`src/rtl/round_timer_ctrl_pkg.sv`:
```
`default_nettype none
// +------------------------------------------------------------------+
// | round_timer_ctrl_pkg                                             |
// | Shared timer definitions: controller states, tens limits and the |
// | start-value target calculation.                                  |
// | Revision: 1.0                                                    |
// +------------------------------------------------------------------+
package round_timer_ctrl_pkg;

  typedef enum logic [1:0] {
    ST_IDLE   = 2'd0,
    ST_ADJUST = 2'd1,
    ST_LOAD   = 2'd2,
    ST_RUN    = 2'd3
  } round_state_t;

  localparam logic [3:0] MAX_TENS          = 4'd9;
  localparam logic [3:0] SCALE_RST_DEFAULT = 4'd9;

  // Higher levels get less time; never go below the configured floor.
  function automatic logic [3:0] tens_target(input logic [3:0] level,
                                             input logic [3:0] min_tens);
    if (level >= (MAX_TENS - min_tens)) begin
      return min_tens;
    end
    return MAX_TENS - level;
  endfunction

endpackage
`default_nettype wire

```
`src/rtl/round_timer_ctrl_if.sv`:
```
`default_nettype none
// +------------------------------------------------------------------+
// | round_timer_ctrl_if                                              |
// | Game-controller / timer handshake bundle for round_timer_ctrl.   |
// | Revision: 1.0                                                    |
// +------------------------------------------------------------------+
interface round_timer_ctrl_if;
  logic       start_round;
  logic       round_done;
  logic [3:0] level;
  logic       timeout;
  logic       ReConfig;
  logic       enable;
  logic       increment;
  logic       decrement;
  logic       time_up;
  logic       busy;

  modport master (
    output start_round, round_done, level, timeout,
    input  ReConfig, enable, increment, decrement, time_up, busy
  );

  modport slave (
    input  start_round, round_done, level, timeout,
    output ReConfig, enable, increment, decrement, time_up, busy
  );
endinterface
`default_nettype wire

```
`src/rtl/step_pacer.sv`:
```
`default_nettype none
// +------------------------------------------------------------------+
// | step_pacer                                                       |
// | Spaces increment/decrement steps STEP_GAP cycles apart. Pulses   |
// | are combinational; the caller registers them.                    |
// | Revision: 1.0                                                    |
// +------------------------------------------------------------------+
module step_pacer #(
  parameter int STEP_GAP = 2
) (
  input  logic clk,
  input  logic rst,
  input  logic active,
  input  logic dir_up,
  output logic inc_pulse,
  output logic dec_pulse
);

  localparam int GAP_W = (STEP_GAP > 2) ? $clog2(STEP_GAP) : 1;
  localparam logic [GAP_W-1:0] c_gap_reload = GAP_W'(STEP_GAP - 1);

  logic [GAP_W-1:0] r_gap;
  logic             w_fire;

  assign w_fire    = active && (r_gap == '0);
  assign inc_pulse = w_fire && dir_up;
  assign dec_pulse = w_fire && !dir_up;

  // Gap counter: idle at zero so the first step of a new adjust is immediate.
  always_ff @(posedge clk or posedge rst) begin
    if (rst) begin
      r_gap <= '0;
    end else if (!active) begin
      r_gap <= '0;
    end else if (w_fire) begin
      r_gap <= c_gap_reload;
    end else begin
      r_gap <= r_gap - 1'b1;
    end
  end

endmodule
`default_nettype wire

```
`src/rtl/round_timer_ctrl.sv`:
```
`default_nettype none
// +------------------------------------------------------------------+
// | round_timer_ctrl                                                 |
// | Round controller: steps the countdown timer's tens start value   |
// | toward a level-derived target, reloads it, then runs the round   |
// | until round_done or a timeout edge.                              |
// | Revision: 1.0                                                    |
// +------------------------------------------------------------------+
module round_timer_ctrl
  import round_timer_ctrl_pkg::*;
#(
  parameter logic [3:0] SCALE_RST = SCALE_RST_DEFAULT,
  parameter logic [3:0] MIN_TENS  = 4'd1,
  parameter int         STEP_GAP  = 2
) (
  input  logic               clk,
  input  logic               rst,
  round_timer_ctrl_if.slave  ctl
);

  round_state_t r_state;
  round_state_t w_state_next;

  logic [3:0] r_shadow;
  logic [3:0] r_target;
  logic [3:0] w_target_new;
  logic [3:0] w_target_eff;
  logic       r_timeout_q;
  logic       w_timeout_rise;
  logic       w_step_active;
  logic       w_dir_up;
  logic       w_inc_pulse;
  logic       w_dec_pulse;

  logic       w_reconfig_next;
  logic       w_enable_next;
  logic       w_time_up_next;
  logic       w_busy_next;

  logic       r_reconfig;
  logic       r_enable;
  logic       r_increment;
  logic       r_decrement;
  logic       r_time_up;
  logic       r_busy;

  // A start_round re-targets immediately, so stepping on that edge already
  // heads toward the new value.
  assign w_target_new   = tens_target(ctl.level, MIN_TENS);
  assign w_target_eff   = ctl.start_round ? w_target_new : r_target;
  assign w_step_active  = (r_state == ST_ADJUST) && (r_shadow != w_target_eff);
  assign w_dir_up       = (w_target_eff > r_shadow);
  assign w_timeout_rise = ctl.timeout && !r_timeout_q;

  step_pacer #(
    .STEP_GAP (STEP_GAP)
  ) u_step_pacer (
    .clk       (clk),
    .rst       (rst),
    .active    (w_step_active),
    .dir_up    (w_dir_up),
    .inc_pulse (w_inc_pulse),
    .dec_pulse (w_dec_pulse)
  );

  // Shadow copy of the timer's tens start value and the latched target.
  always_ff @(posedge clk or posedge rst) begin
    if (rst) begin
      r_shadow    <= SCALE_RST;
      r_target    <= SCALE_RST;
      r_timeout_q <= 1'b0;
    end else begin
      r_timeout_q <= ctl.timeout;
      if (ctl.start_round) begin
        r_target <= w_target_new;
      end
      if (w_inc_pulse) begin
        r_shadow <= r_shadow + 4'd1;
      end else if (w_dec_pulse) begin
        r_shadow <= r_shadow - 4'd1;
      end
    end
  end

  // State register.
  always_ff @(posedge clk or posedge rst) begin
    if (rst) begin
      r_state <= ST_IDLE;
    end else begin
      r_state <= w_state_next;
    end
  end

  // Next state and next output values; start_round beats round_done beats timeout.
  always_comb begin
    w_state_next   = r_state;
    w_time_up_next = 1'b0;
    if (ctl.start_round) begin
      w_state_next = ST_ADJUST;
    end else begin
      unique case (r_state)
        ST_ADJUST: begin
          if (r_shadow == r_target) begin
            w_state_next = ST_LOAD;
          end
        end
        ST_LOAD: begin
          w_state_next = ST_RUN;
        end
        ST_RUN: begin
          if (ctl.round_done) begin
            w_state_next = ST_IDLE;
          end else if (w_timeout_rise) begin
            w_state_next   = ST_IDLE;
            w_time_up_next = 1'b1;
          end
        end
        default: begin
          w_state_next = r_state;
        end
      endcase
    end
    w_reconfig_next = (w_state_next == ST_ADJUST) || (w_state_next == ST_LOAD);
    w_enable_next   = (w_state_next == ST_RUN);
    w_busy_next     = (w_state_next != ST_IDLE);
  end

  // Output registers, all cleared immediately by reset.
  always_ff @(posedge clk or posedge rst) begin
    if (rst) begin
      r_reconfig  <= 1'b0;
      r_enable    <= 1'b0;
      r_increment <= 1'b0;
      r_decrement <= 1'b0;
      r_time_up   <= 1'b0;
      r_busy      <= 1'b0;
    end else begin
      r_reconfig  <= w_reconfig_next;
      r_enable    <= w_enable_next;
      r_increment <= w_inc_pulse;
      r_decrement <= w_dec_pulse;
      r_time_up   <= w_time_up_next;
      r_busy      <= w_busy_next;
    end
  end

  assign ctl.ReConfig  = r_reconfig;
  assign ctl.enable    = r_enable;
  assign ctl.increment = r_increment;
  assign ctl.decrement = r_decrement;
  assign ctl.time_up   = r_time_up;
  assign ctl.busy      = r_busy;

endmodule
`default_nettype wire

```
`src/flat_wrapper.sv`:
```
// flat-port wrapper written by rule: the top's interface ports become plain ports
module round_timer_ctrl_flat import round_timer_ctrl_pkg::*;
#(
  parameter logic [3:0] SCALE_RST = SCALE_RST_DEFAULT,
  parameter logic [3:0] MIN_TENS  = 4'd1,
  parameter int         STEP_GAP  = 2
)
  (clk, rst, ctl_start_round, ctl_round_done, ctl_level, ctl_timeout, ctl_ReConfig, ctl_enable, ctl_increment, ctl_decrement, ctl_time_up, ctl_busy);
  round_timer_ctrl_if ctl_i ();
  input  logic clk;
  input  logic rst;
  input wire logic [$bits(ctl_i.start_round)-1:0] ctl_start_round;
  input wire logic [$bits(ctl_i.round_done)-1:0] ctl_round_done;
  input wire logic [$bits(ctl_i.level)-1:0] ctl_level;
  input wire logic [$bits(ctl_i.timeout)-1:0] ctl_timeout;
  output wire logic [$bits(ctl_i.ReConfig)-1:0] ctl_ReConfig;
  output wire logic [$bits(ctl_i.enable)-1:0] ctl_enable;
  output wire logic [$bits(ctl_i.increment)-1:0] ctl_increment;
  output wire logic [$bits(ctl_i.decrement)-1:0] ctl_decrement;
  output wire logic [$bits(ctl_i.time_up)-1:0] ctl_time_up;
  output wire logic [$bits(ctl_i.busy)-1:0] ctl_busy;
  assign ctl_i.start_round = ctl_start_round;
  assign ctl_i.round_done = ctl_round_done;
  assign ctl_i.level = ctl_level;
  assign ctl_i.timeout = ctl_timeout;
  assign ctl_ReConfig = ctl_i.ReConfig;
  assign ctl_enable = ctl_i.enable;
  assign ctl_increment = ctl_i.increment;
  assign ctl_decrement = ctl_i.decrement;
  assign ctl_time_up = ctl_i.time_up;
  assign ctl_busy = ctl_i.busy;
  round_timer_ctrl #(.SCALE_RST(SCALE_RST), .MIN_TENS(MIN_TENS), .STEP_GAP(STEP_GAP)) u_core (.clk(clk), .rst(rst), .ctl(ctl_i));
endmodule
```
`config.mk`:
```
export PLATFORM = sky130hd
export DESIGN_NAME = round_timer_ctrl_flat
export DESIGN_NICKNAME = d
export VERILOG_FILES = /design/src/rtl/round_timer_ctrl_pkg.sv /design/src/rtl/round_timer_ctrl_if.sv /design/src/rtl/step_pacer.sv /design/src/rtl/round_timer_ctrl.sv /design/src/flat_wrapper.sv
export SDC_FILE = /design/constraint.sdc
export NUM_CORES = 1
export LEC_CHECK = 0
export BUFFER_PORTS_ARGS = -buffer_cell sky130_fd_sc_hd__clkbuf_2
export CAP_MARGIN = 5
export CORE_ASPECT_RATIO = 0.7
export CORE_MARGIN = 2
export CORE_UTILIZATION = 48
export DETAILED_ROUTE_END_ITERATION = 8
export PLACE_DENSITY = 0.69
export SYNTH_ARGS = -nofsm -noshare
export SYNTH_HDL_FRONTEND = slang
export SYNTH_SLANG_ARGS = --single-unit
```
`constraint.sdc`:
```
create_clock -name clk -period 6 [get_ports clk]
set_clock_uncertainty 0.2 [all_clocks]
set_input_delay 1.2 -clock clk [delete_from_list [all_inputs] [get_ports clk]]
set_output_delay 1.2 -clock clk [all_outputs]
set_load 0.02 [all_outputs]
```
==> results of run 1 <==
where the power goes:
part | switching, W | internal, W
Clock | 0.0000373 | 0.0000370
Combinational | 0.000127 | 0.000103
Sequential | 0.0000291 | 0.000165
Total | 0.000193 | 0.000305
final timing paths:
path,from,endpoint,slack [ps],cells after the start
setup / recovery,ctl_level[1],u_core.r_shadow[3],1930,16
hold / removal,u_core.r_shadow[3],u_core.r_shadow[3],310,1
setup reg to reg,u_core.r_target[3],u_core.r_shadow[3],2590,13
hold reg to reg,u_core.r_shadow[3],u_core.r_shadow[3],310,1
max in group asynchronous,rst,u_core.r_state[1],4380,2
min in group asynchronous,rst,u_core.r_target[1],780,2
Yosys cell counts (all sizes together) (2+ instances only):
cell type	count
xor2	5
inv	16
a21o	3
nand3b	3
dfstp	4
nor2b	3
ha	9
nand2	4
nand2b	2
xnor2	2
dfrtp	14
or3	2
o21ai	6
and4	2
nor2	6
a21oi	4
per-stage QoR:
stage / utilization, % / area (um2) / instances / worst slack (ps) / power [W]
finish: 58.0 / 1080 / 130 / 1930 / 0.000498
global route: 58.0 / 1080 / 130 / 1680 / 0.000552
CTS: 58.0 / 1080 / 130 / 1910 / 0.000507
detailed placement: 56.1 / 1050 / 126 / 1590 / 0.000430
global placement: 56.1 / 1050 / 126 / 1680 / 0.000421
floorplan: - / 966 / 92 / 1970 / 0.000386
flip-flops by register name, indices dropped and copies added (netlist names):
signal / cells
u_core.r_timeout_q: 1
u_core.u_step_pacer.r_gap: 1
u_core.r_target: 4
u_core.ctl.ReConfig: 1
u_core.r_state: 2
u_core.r_shadow: 4
u_core.ctl.decrement: 1
u_core.ctl.time_up: 1
u_core.ctl.enable: 1
u_core.ctl.increment: 1
u_core.ctl.busy: 1
per-layer routing:
layer	track usage [%]	part of all wire, %
met3	5.61	5.6
met1	22.7	52
met4	1.40	0
met2	23.0	42
met5	0	0
critical path: stages:
cell and delay [ps]:
sky130_fd_sc_hd__clkbuf_2 90, sky130_fd_sc_hd__inv_1 40, sky130_fd_sc_hd__ha_1 290, sky130_fd_sc_hd__nand3b_1 80, sky130_fd_sc_hd__o21ai_0 110, sky130_fd_sc_hd__ha_1 300, sky130_fd_sc_hd__and4_1 200, sky130_fd_sc_hd__or3_1 440
sky130_fd_sc_hd__inv_1 150, sky130_fd_sc_hd__nand2_1 140, sky130_fd_sc_hd__ha_1 320, sky130_fd_sc_hd__a21o_1 170, sky130_fd_sc_hd__a21oi_1 170, sky130_fd_sc_hd__nor2b_2 160, sky130_fd_sc_hd__mux2i_1 80, sky130_fd_sc_hd__xnor2_1 150
area by class of cell:
class	count	share of cell area [%]
Tap cell	22	2.54
Inverter	16	5.54
Sequential cell	18	42.0
Multi-Input combinational cell	56	40.1
Timing Repair Buffer	14	6.46
Clock buffer	4	3.34
cell families (layout without fill, tap and decap cells):
group | count (synthesis) | count (layout) | share of synthesized area, %
simple gates | 24 | 24 | 15.7
flops | 18 | 18 | 47.2
buf+inv | 18 | 34 | 7.77
compound gates | 14 | 14 | 8.29
fa+ha+maj | 10 | 10 | 13.7
xor+xnor | 7 | 7 | 6.35
mux | 1 | 1 | 1.04
placed cells by master (no fill, tap or decap), drive strengths merged, types with 2 or more instances in the layout:
| cell | instances |
|---|---|
| clkbuf | 18 |
| a21oi | 4 |
| nor2b | 3 |
| ha | 9 |
| nand3b | 3 |
| nor2 | 6 |
| inv | 16 |
| dfrtp | 14 |
| xor2 | 5 |
| nand2 | 4 |
| nand2b | 2 |
| and4 | 2 |
| xnor2 | 2 |
| a21o | 3 |
| o21ai | 6 |
| dfstp | 4 |
| or3 | 2 |
==> out/results.env, run 1 <==
LAYOUT-DRIVE-GT1-SHARE_PCT=25.0
ANTENNA_CELLS_INSERTED=0
TIMING.CRITICAL_PATH.REQUIRED_PS=6030
MIN_PATH_TYPE='register to register'
ROUTE.DETAILED.WL_PER_INST_UM=11.9
HOLD_SLACK_PS=314
GLOBAL_ROUTE.USAGE.TOTAL_PCT=15.5
SYN_INST=92
CELL_ROW_COUNT=13
NUM_IO_PINS=15
AREA_OF_THE_MAPPED_NETLIST_UM2=966
SYNTHESIS.NETS=111
LEAKAGEPOWER_nW=0.569
OVERFLOW=0
CTSRESIZECOUNT=0
AREA.SEQUENTIAL_UM2=455
CLKTRANSATPATHREGS_PS=100
ACHIEVABLE-FREQUENCY_MHz=246
GRT_MAX_DEGREE=19
TIGHTEST_SLEW_PS=694
FINAL.MIN_CLOCK_PERIOD_PS=4070
PERIOD_SHARE_PCT=67.8
DETAILEDPLACEMENTHPWL_MM=1.28
TRITONCTS.NUM_BUFFERS=3
ASYNC_FLOP_SHARE_PCT=100
NUM-NETS-FINAL=128
BIGGEST_FANOUT_ALONG_THE_WORST_TIMING_PATH=7
BUFFER_PORTS.INSERTED=14
CTS_TREE='done'
IRDROPWORSTVDD_mV=0.355
HTREE_LEVELS=1
CP_DATA_ARRIVAL_TIME_PS=4090
FIRST_ITER_VIOLATIONS=14
SYNTH.LIB_CELLS_USED.DISTINCT=27
GLOBAL_ROUTE_WIRE_LENGTH_BEFORE_REPAIR_MM=2.78
LAYOUT.FILLER_CELLS=163
CLK-INSERTION-DELAY-LATE_PS=290
REGISTER_AREA_SHARE_AFTER_SYNTHESIS_PCT=47.2
OUTCOME='complete, no violations'
SYNTH_FF_TYPE='sky130_fd_sc_hd__dfrtp_1'
ROUTABILITY_DRIVEN_PLACEMENT_CONGESTION_RATIO=0.734
CTS_BUFFER_DEPTH=2
TIMING_MAX_TRANSITION_VIOLATIONS_FINAL=0
FP.COREAREA_UM2=1870
REPORT.FINAL.HOLD_VIOL_COUNT=0
SYNTH_WARNINGS=0
SYNTH-EDFF-COUNT=0
TIMING.SETUP.TNS_PS=0
ANT_NETS=0
DIE_W_UM=57.6
VIAS=639
MAX_CAP_VIOL_COUNT=0
ROOT_BUFFER='sky130_fd_sc_hd__clkbuf_4'
SETUP.WORST_PATH.CLASS='input pin to register'
ANTENNA_FOUND_INITIAL=0
TIMING.SLEW.HEADROOM_PCT=53.7
POST-SYNTH-TOP-AREA-CELL='sky130_fd_sc_hd__dfrtp_1'
YOSYS.AREA.TOP_TYPE_SHARE_PCT=36.3
SETUP_VIOL=0
POST-ROUTE-DRC-COUNT=0
CRITICAL_PATH.ENDPOINT_TYPE='register'
1ST_PASS_ROUTER_ITERATIONS=4
FP.DIEAREA_UM2=2390
SYN2LAYOUT_AREA_GROWTH_PCT=12.3
SYNTH_AREA_LEADERS='sky130_fd_sc_hd__dfrtp_1, sky130_fd_sc_hd__ha_1, sky130_fd_sc_hd__dfstp_2'
DIE_HEIGHT_UM=41.5
RSZ0062_AT_GRT='false'
POST_CTS_BUFFERS=0
YS_SEQ_ELEMENTS=18
CATEGORY_OF_THE_WORST_SETUP_PATH_LAUNCH_POINT='input pin'
NUMCLOCKSINKS=18
ROUTE.FINAL.WIRE_LENGTH_MM=1.55
VIASPERCELL=4.92
POWER-PER-CELL-AREA_nW_PER_UM2=460
AREA_OF_COMBINATIONAL_CELLS_WITH_MULTIPLE_INPUTS_UM2=435
FIRST_GLOBAL_VIAS=622
INITIAL_CORE_UTIL_PCT=51.6
POSTSYNTHAREAPERCELL_UM2=10.5
CTS_HOLD_REPAIR.BUFFERS=0
No activity file was read; power rests on OpenSTA's default activity.
==> run 2, diff against run 1 <==
==> constraint.sdc (replaced) <==
create_clock -name clk -period 3.9 [get_ports clk]
set_clock_uncertainty 0.2 [all_clocks]
set_input_delay 0.78 -clock clk [delete_from_list [all_inputs] [get_ports clk]]
set_output_delay 0.78 -clock clk [all_outputs]
set_load 0.02 [all_outputs]
==> run 2 against run 1 <==
Against the previous run: die area unchanged; final cell count up 0.77%; core utilization fell by 0.13 points; sequential share of layout area rose by 0.097 points; critical endpoint unchanged; critical path depth unchanged; sequential power is 53% higher; first-iteration DRC count up 21%.
==> out/results.env, run 2 (synthesis gave the netlist of run 1 again) <==
LAYOUT.CELLS.MOST_COMMON_LIST='sky130_fd_sc_hd__inv_1, sky130_fd_sc_hd__clkbuf_2, sky130_fd_sc_hd__dfrtp_1'
CTSRESIZECOUNT=0
CELL_ROW_COUNT=13
TRITONCTS.NUM_BUFFERS=3
SWITCHING_PORTION_OF_TOTAL_POWER_PCT=39.2
DESIGN_AREA_FINAL_UM2=1080
P_SW_W=0.000299
RSZ0062_AT_GRT='false'
ANT_NETS=0
REPORT.FINAL.HOLD_VIOL_COUNT=0
WORST_HOLD_PATH.NUM_CELLS=1
FAMILY_OF_CELLS_WITH_THE_GREATEST_SUMMED_DELAY_ON_THE_CRITICAL_PATH='simple AND/OR/NAND/NOR gates'
MIN_PATH_TYPE='register to register'
WORSTPATHCELLLIST='clkbuf_2 > inv_1 > ha_1 > nand3b_1 > o21ai_0 > ha_1 > and4_1 > or3_1 > inv_1 > nand2_1 > ha_1 > a21o_1 > a21oi_1 > nor2b_2 > mux2i_1 > xnor2_1'
DIE_W_UM=57.6
SETUP.WORST_PATH.CLASS='input pin to register'
INITIAL_CORE_UTIL_PCT=51.6
1ST_PASS_ROUTER_ITERATIONS=4
NUM_IO_PINS=15
POST-ROUTE-DRC-COUNT=0
PERIOD_SHARE_PCT=91.8
COMB_POWER_SHARE_PCT=48.5
OUTCOME='complete, no violations'
TIMING.SLEW.HEADROOM_PCT=55.2
NUM-NETS-FINAL=129
GLOBAL_ROUTE.USAGE.TOTAL_PCT=14.8
FP.COREAREA_UM2=1870
CTS_BUFFER_DEPTH=2
CP_DATA_ARRIVAL_TIME_PS=3600
CLKTRANSATPATHREGS_PS=100
CRITICAL-PATH-MAX-STAGE-DELAY_PS=320
FINAL_COMMON_CELL='sky130_fd_sc_hd__inv_1'
FIRST_GLOBAL_VIAS=632
CTS_TREE='done'
ANTENNA_CELLS_INSERTED=0
LAYOUT-DRIVE-GT1-SHARE_PCT=24.8
WORST-PATH-STAGES=16
TIMING_MAX_TRANSITION_VIOLATIONS_FINAL=0
POWER-PER-CELL-AREA_nW_PER_UM2=704
MAX_CAP_VIOL_COUNT=0
DIE_HEIGHT_UM=41.5
BIGGEST_FANOUT_ALONG_THE_WORST_TIMING_PATH=4
LAYOUT.FILLER_CELLS=164
HTREE_LEVELS=1
CRIT_TOP_CELL='sky130_fd_sc_hd__ha_1'
NUMCLOCKSINKS=18
R2R_CELLS=13
TIMING.CRITICAL_PATH.REQUIRED_PS=3920
CLOCK_POWER_SHARE_PCT=12.4
PLACEDINSTANCEAREA_UM2=1060
GRT_MAX_DEGREE=19
DETAILEDPLACEMENTHPWL_MM=1.29
TIMING.SETUP.TNS_PS=0
FP.DIEAREA_UM2=2390
CLK-INSERTION-DELAY-LATE_PS=290
ACHIEVABLE-FREQUENCY_MHz=279
LEAKAGEPOWER_nW=0.568
SETUP_VIOL=0
TIMING.CRITICAL_PATH.BUF_INV=3
BUFFER_PORTS.INSERTED=14
SYN2LAYOUT_AREA_GROWTH_PCT=12.0
POST_CTS_BUFFERS=0
ANTENNA_FOUND_INITIAL=0
ROUTABILITY_DRIVEN_PLACEMENT_CONGESTION_RATIO=0.714
GLOBAL_ROUTE_WIRE_LENGTH_BEFORE_REPAIR_MM=2.72
P_SEQ_SHARE_PCT=39.1
IRDROPWORSTVDD_mV=0.530
POWER_REPORT.INTERNAL_TOTAL_W=0.000463
FIRST_ITER_VIOLATIONS=17
FINAL.MIN_CLOCK_PERIOD_PS=3580
ROOT_BUFFER='sky130_fd_sc_hd__clkbuf_4'
ROUTE.DETAILED.WL_PER_INST_UM=11.9
CRITICAL_PATH.ENDPOINT_TYPE='register'
ROUTE.FINAL.WIRE_LENGTH_MM=1.56
OVERFLOW=0
VIAS=634
CRIT_PATH_TOP_DELAY_CELL='sky130_fd_sc_hd__or3_1'
TIGHTEST_SLEW_PS=671
CATEGORY_OF_THE_WORST_SETUP_PATH_LAUNCH_POINT='input pin'
LARGESTREGISTERS='u_core.r_shadow (4), u_core.r_target (4), u_core.r_state (2)'
VIASPERCELL=4.84
CTS_HOLD_REPAIR.BUFFERS=0
run 2: cell count changes in the layout (fill, tap and decap cells not counted), sizes merged:
cell  before  now
buf        0    1
run 2: power groups by stage:
stage	sequential, W	combinational [W]	clock, W
global placement	0.000302	0.000358	0
floorplan	0.000316	0.000278	0
global route	0.000308	0.000422	0.000106
CTS	0.000299	0.000374	0.0000987
finish	0.000298	0.000369	0.0000946
detailed placement	0.000303	0.000374	0
run 2: final cells by class:
| class | instances | area (um2) | share of cell area, % |
|---|---|---|---|
| sequential | 18 | 455 | 42.1 |
| multi-input combinational | 56 | 435 | 40.2 |
| timing repair buffer | 15 | 77.6 | 7.17 |
| inverter | 16 | 60.1 | 5.55 |
| tap | 22 | 27.5 | 2.54 |
| clock buffer | 4 | 26.3 | 2.43 |
run 2: metrics by stage:
| step | instances | hold WS, ps | worst slack, ps | utilization, % | total power (W) |
|---|---|---|---|---|---|
| floorplan | 92 | 284 | 294 | - | 0.000594 |
| global placement | 127 | 295 | 72.7 | 56.5 | 0.000660 |
| detailed placement | 127 | 298 | 3.83 | 56.5 | 0.000677 |
| CTS | 131 | 313 | 300 | 57.9 | 0.000772 |
| global route | 131 | 342 | 97.3 | 57.9 | 0.000836 |
| finish | 131 | 312 | 321 | 57.9 | 0.000762 |
run 2: final timing paths:
check | slack (ps) | endpoint | from
hold / removal | 310 | u_core.r_shadow[3] | u_core.r_shadow[3]
min in group asynchronous | 350 | u_core.u_step_pacer.r_gap | rst
hold reg to reg | 310 | u_core.r_shadow[3] | u_core.r_shadow[3]
max in group asynchronous | 2720 | u_core.r_target[2] | rst
setup reg to reg | 560 | u_core.r_shadow[3] | u_core.r_target[3]
setup / recovery | 320 | u_core.r_shadow[3] | ctl_level[1]
run 2: metal layers:
| layer | wire length [um] | up-vias | GRT usage [%] |
|---|---|---|---|
| li1 | - | 332 | - |
| met1 | 814 | 285 | 21.3 |
| met2 | 654 | 15 | 21.4 |
| met3 | 84 | 2 | 6.54 |
| met4 | 10 | 0 | 1.40 |
| met5 | 0 | - | 0 |
==> run 3, diff against run 2 <==
--- a/config.mk
+++ b/config.mk
@@ -14,4 +14,5 @@
 export PLACE_DENSITY = 0.69
 export SYNTH_ARGS = -nofsm -noshare
 export SYNTH_HDL_FRONTEND = slang
+export SYNTH_HIERARCHICAL = 1
 export SYNTH_SLANG_ARGS = --single-unit
==> run 3 against run 2 <==
Against the previous run: critical path depth fell by 2; final area rose by 2.3%; count of clock-buffer cells in the layout did not move; power rose by 7.2%; synthesized area rose by 1.3%; via count rose by 9.9%; critical endpoint is now u_core/r_shadow[3]; highest routed layer unchanged.
==> out/results.env, run 3 <==
CELL_ROW_COUNT=13
REGISTER_AREA_SHARE_AFTER_SYNTHESIS_PCT=46.5
SYNTH_AREA_LEADERS='sky130_fd_sc_hd__dfrtp_1, sky130_fd_sc_hd__ha_1, sky130_fd_sc_hd__dfstp_2'
POSTSYNTHAREAPERCELL_UM2=10.8
CRITICAL_PATH.ENDPOINT_TYPE='register'
REPORT.FINAL.HOLD_VIOL_COUNT=0
TIMING_MAX_TRANSITION_VIOLATIONS_FINAL=0
TRITONCTS.NUM_BUFFERS=3
NUM-NETS-FINAL=128
ROUTE.DETAILED.WL_PER_INST_UM=13.0
LEAKAGEPOWER_nW=0.528
FINAL.MIN_CLOCK_PERIOD_PS=3360
TIMING.RR.END='u_core/r_shadow[3]'
YOSYS.CELL_COUNT.TOP_TYPE='sky130_fd_sc_hd__dfrtp_1'
ACHIEVABLE-FREQUENCY_MHz=298
ROUTABILITY_DRIVEN_PLACEMENT_CONGESTION_RATIO=0.831
R2R_CELLS=11
RSZ0062_AT_GRT='false'
AREA.SEQUENTIAL_UM2=455
YOSYS.AREA.TOP_TYPE_SHARE_PCT=35.8
DIE_W_UM=58.0
CLKTRANSATPATHREGS_PS=100
SYNTH_WARNINGS=6
FIRST_ITER_VIOLATIONS=3
ANTENNA_CELLS_INSERTED=0
POST-PLACE-CELLS=126
SYN_INST=91
NUMCLOCKSINKS=18
POST_CTS_BUFFERS=0
POWER-PER-CELL-AREA_nW_PER_UM2=738
FP.DIEAREA_UM2=2420
NUM_IO_PINS=15
REG2REG_SETUP_SLACK_PS=850
SYNTHESIS.NETS=110
POST-ROUTE-DRC-COUNT=0
1ST_PASS_ROUTER_ITERATIONS=4
HTREE_LEVELS=1
LAYOUT.FILLER_CELLS=173
ANT_NETS=0
SYNTH_COMMONEST_CELLS='sky130_fd_sc_hd__dfrtp_1, sky130_fd_sc_hd__inv_1, sky130_fd_sc_hd__ha_1'
DIE_HEIGHT_UM=41.8
FP.COREAREA_UM2=1890
VIAS=697
HOLD_SLACK_PS=96.4
VIASPERCELL=5.36
ASYNC_FLOP_SHARE_PCT=100
OUTCOME='complete, no violations'
WORSTPATHCELLLIST='clkbuf_2 > inv_1 > ha_1 > nand3b_1 > o21ai_0 > ha_1 > and4_1 > a21oi_1 > and3b_1 > inv_1 > ha_1 > a21oi_1 > a211o_1 > nand4_1'
SYN2LAYOUT_AREA_GROWTH_PCT=13.2
SETUP.WORST_PATH.CLASS='input pin to register'
BUFFER_PORTS.INSERTED=14
LAYOUT.CELLS.MOST_COMMON_LIST='sky130_fd_sc_hd__clkbuf_2, sky130_fd_sc_hd__dfrtp_1, sky130_fd_sc_hd__inv_1'
GLOBAL_ROUTE.USAGE.TOTAL_PCT=15.9
CATEGORY_OF_THE_WORST_SETUP_PATH_LAUNCH_POINT='input pin'
BIGGEST_FANOUT_ALONG_THE_WORST_TIMING_PATH=5
PERIOD_SHARE_PCT=86.2
TIMING.CRITICAL_PATH.REQUIRED_PS=3920
OVERFLOW=0
TIMING.RR.START='u_core/r_target[3]'
MIN_PATH_TYPE='input pin to asynchronous set/reset pin'
CRITICAL-PATH-MAX-STAGE-DELAY_PS=330
FIRST_GLOBAL_VIAS=652
CTS_HOLD_REPAIR.BUFFERS=0
CTS_TREE='done'
SYNTH.LIB_CELLS_USED.DISTINCT=30
SYNTH-EDFF-COUNT=0
TIMING.CRITICAL_PATH.BUF_INV=3
SETUP_VIOL=0
TIGHTEST_SLEW_PS=655
LAYOUT.CELLS.NON_FILLER=130
AREA_OF_THE_MAPPED_NETLIST_UM2=978
LARGESTREGISTERS='u_core/r_shadow (4), u_core/r_target (4), u_core/r_state (2)'
GRT_MAX_DEGREE=18
CRIT_TOP_CELL='sky130_fd_sc_hd__ha_1'
CTS_BUFFER_DEPTH=2
ROUTE.FINAL.WIRE_LENGTH_MM=1.68
AREA_OF_COMBINATIONAL_CELLS_WITH_MULTIPLE_INPUTS_UM2=469
IRDROPWORSTVDD_mV=0.566
ROOT_BUFFER='sky130_fd_sc_hd__clkbuf_4'
CP_DATA_ARRIVAL_TIME_PS=3380
SYNTH_FF_TYPE='sky130_fd_sc_hd__dfrtp_1'
CRIT_PATH_TOP_DELAY_CELL='sky130_fd_sc_hd__ha_1'
LAYOUT-DRIVE-GT1-SHARE_PCT=21.3
DETAILEDPLACEMENTHPWL_MM=1.31
POST-SYNTH-TOP-AREA-CELL='sky130_fd_sc_hd__dfrtp_1'
MAX_CAP_VIOL_COUNT=0
GLOBAL_ROUTE_WIRE_LENGTH_BEFORE_REPAIR_MM=2.90
YS_SEQ_ELEMENTS=18
INITIAL_CORE_UTIL_PCT=51.9
TIMING.SLEW.HEADROOM_PCT=56.3
ANTENNA_FOUND_INITIAL=0
CTSRESIZECOUNT=0
FAMILY_OF_CELLS_WITH_THE_GREATEST_SUMMED_DELAY_ON_THE_CRITICAL_PATH='adder cells'
CLK-INSERTION-DELAY-LATE_PS=290
TIMING.SETUP.TNS_PS=0
[run 3: changes by cell type after synthesis, moves of 3 or more]
cell,before,now
sky130_fd_sc_hd__nand4_1,0,3
sky130_fd_sc_hd__xor2_1,5,1
sky130_fd_sc_hd__nor2b_1,2,5
sky130_fd_sc_hd__o21ai_0,6,3
sky130_fd_sc_hd__inv_1,16,13
sky130_fd_sc_hd__xnor2_1,2,5
sky130_fd_sc_hd__nand2_1,4,1
[run 3: per-stage QoR]
step                setup slack (ps)  instance area (um2)  power, W  utilization (%)
finish                           539                 1110  0.000817             58.7
global route                     311                 1110  0.000902             58.7
CTS                              557                 1110  0.000826             58.7
detailed placement               234                 1070  0.000705             56.8
global placement                 324                 1070  0.000693             56.8
floorplan                        633                  978  0.000613                -
[run 3: cells by family (layout without fill, tap and decap cells)]
kind of cell | after synthesis | in the layout | synth area share, %
adder cells (fa/ha/maj) | 10 | 10 | 13.6
AO/OA/AOI/OAI | 16 | 16 | 11.5
XOR/XNOR | 6 | 6 | 5.37
AND/OR/NAND/NOR | 26 | 26 | 16.4
flip-flops | 18 | 18 | 46.5
buffers and inverters | 14 | 31 | 5.50
multiplexers | 1 | 1 | 1.15
[run 3: metal layers]
layer | track usage [%] | vias up | routed length [um]
met5 | 0 | - | 0
met4 | 2.79 | 0 | 10
met3 | 6.54 | 3 | 102
met2 | 23.6 | 23 | 721
met1 | 21.9 | 320 | 849
li1 | - | 351 | -
[run 3: report_power, final]
| part | switching (W) | internal, W |
|---|---|---|
| Clock | 0.0000568 | 0.0000569 |
| Combinational | 0.000221 | 0.000177 |
| Sequential | 0.0000490 | 0.000256 |
[run 3: how the worst max path moves through the flow]
stage                  from                  to  slack, ps  depth (start not counted)
6_report       ctl_level[1]  u_core/r_shadow[3]        540                         14
5_1_grt        ctl_level[1]  u_core/r_shadow[3]        310                         14
4_1_cts        ctl_level[1]  u_core/r_shadow[3]        560                         14
3_5_place_dp   ctl_level[1]  u_core/r_shadow[3]        230                         14
3_3_place_gp   ctl_level[1]  u_core/r_shadow[3]        320                         14
2_1_floorplan  ctl_level[1]  u_core/r_shadow[3]        630                         13
[run 3: final cells by class]
| class | count | share of cell area (%) |
|---|---|---|
| multi-input combinational | 59 | 42.4 |
| sequential | 18 | 41.1 |
| timing repair buffer | 14 | 6.33 |
| inverter | 13 | 4.41 |
| clock buffer | 4 | 3.28 |
| tap | 22 | 2.49 |
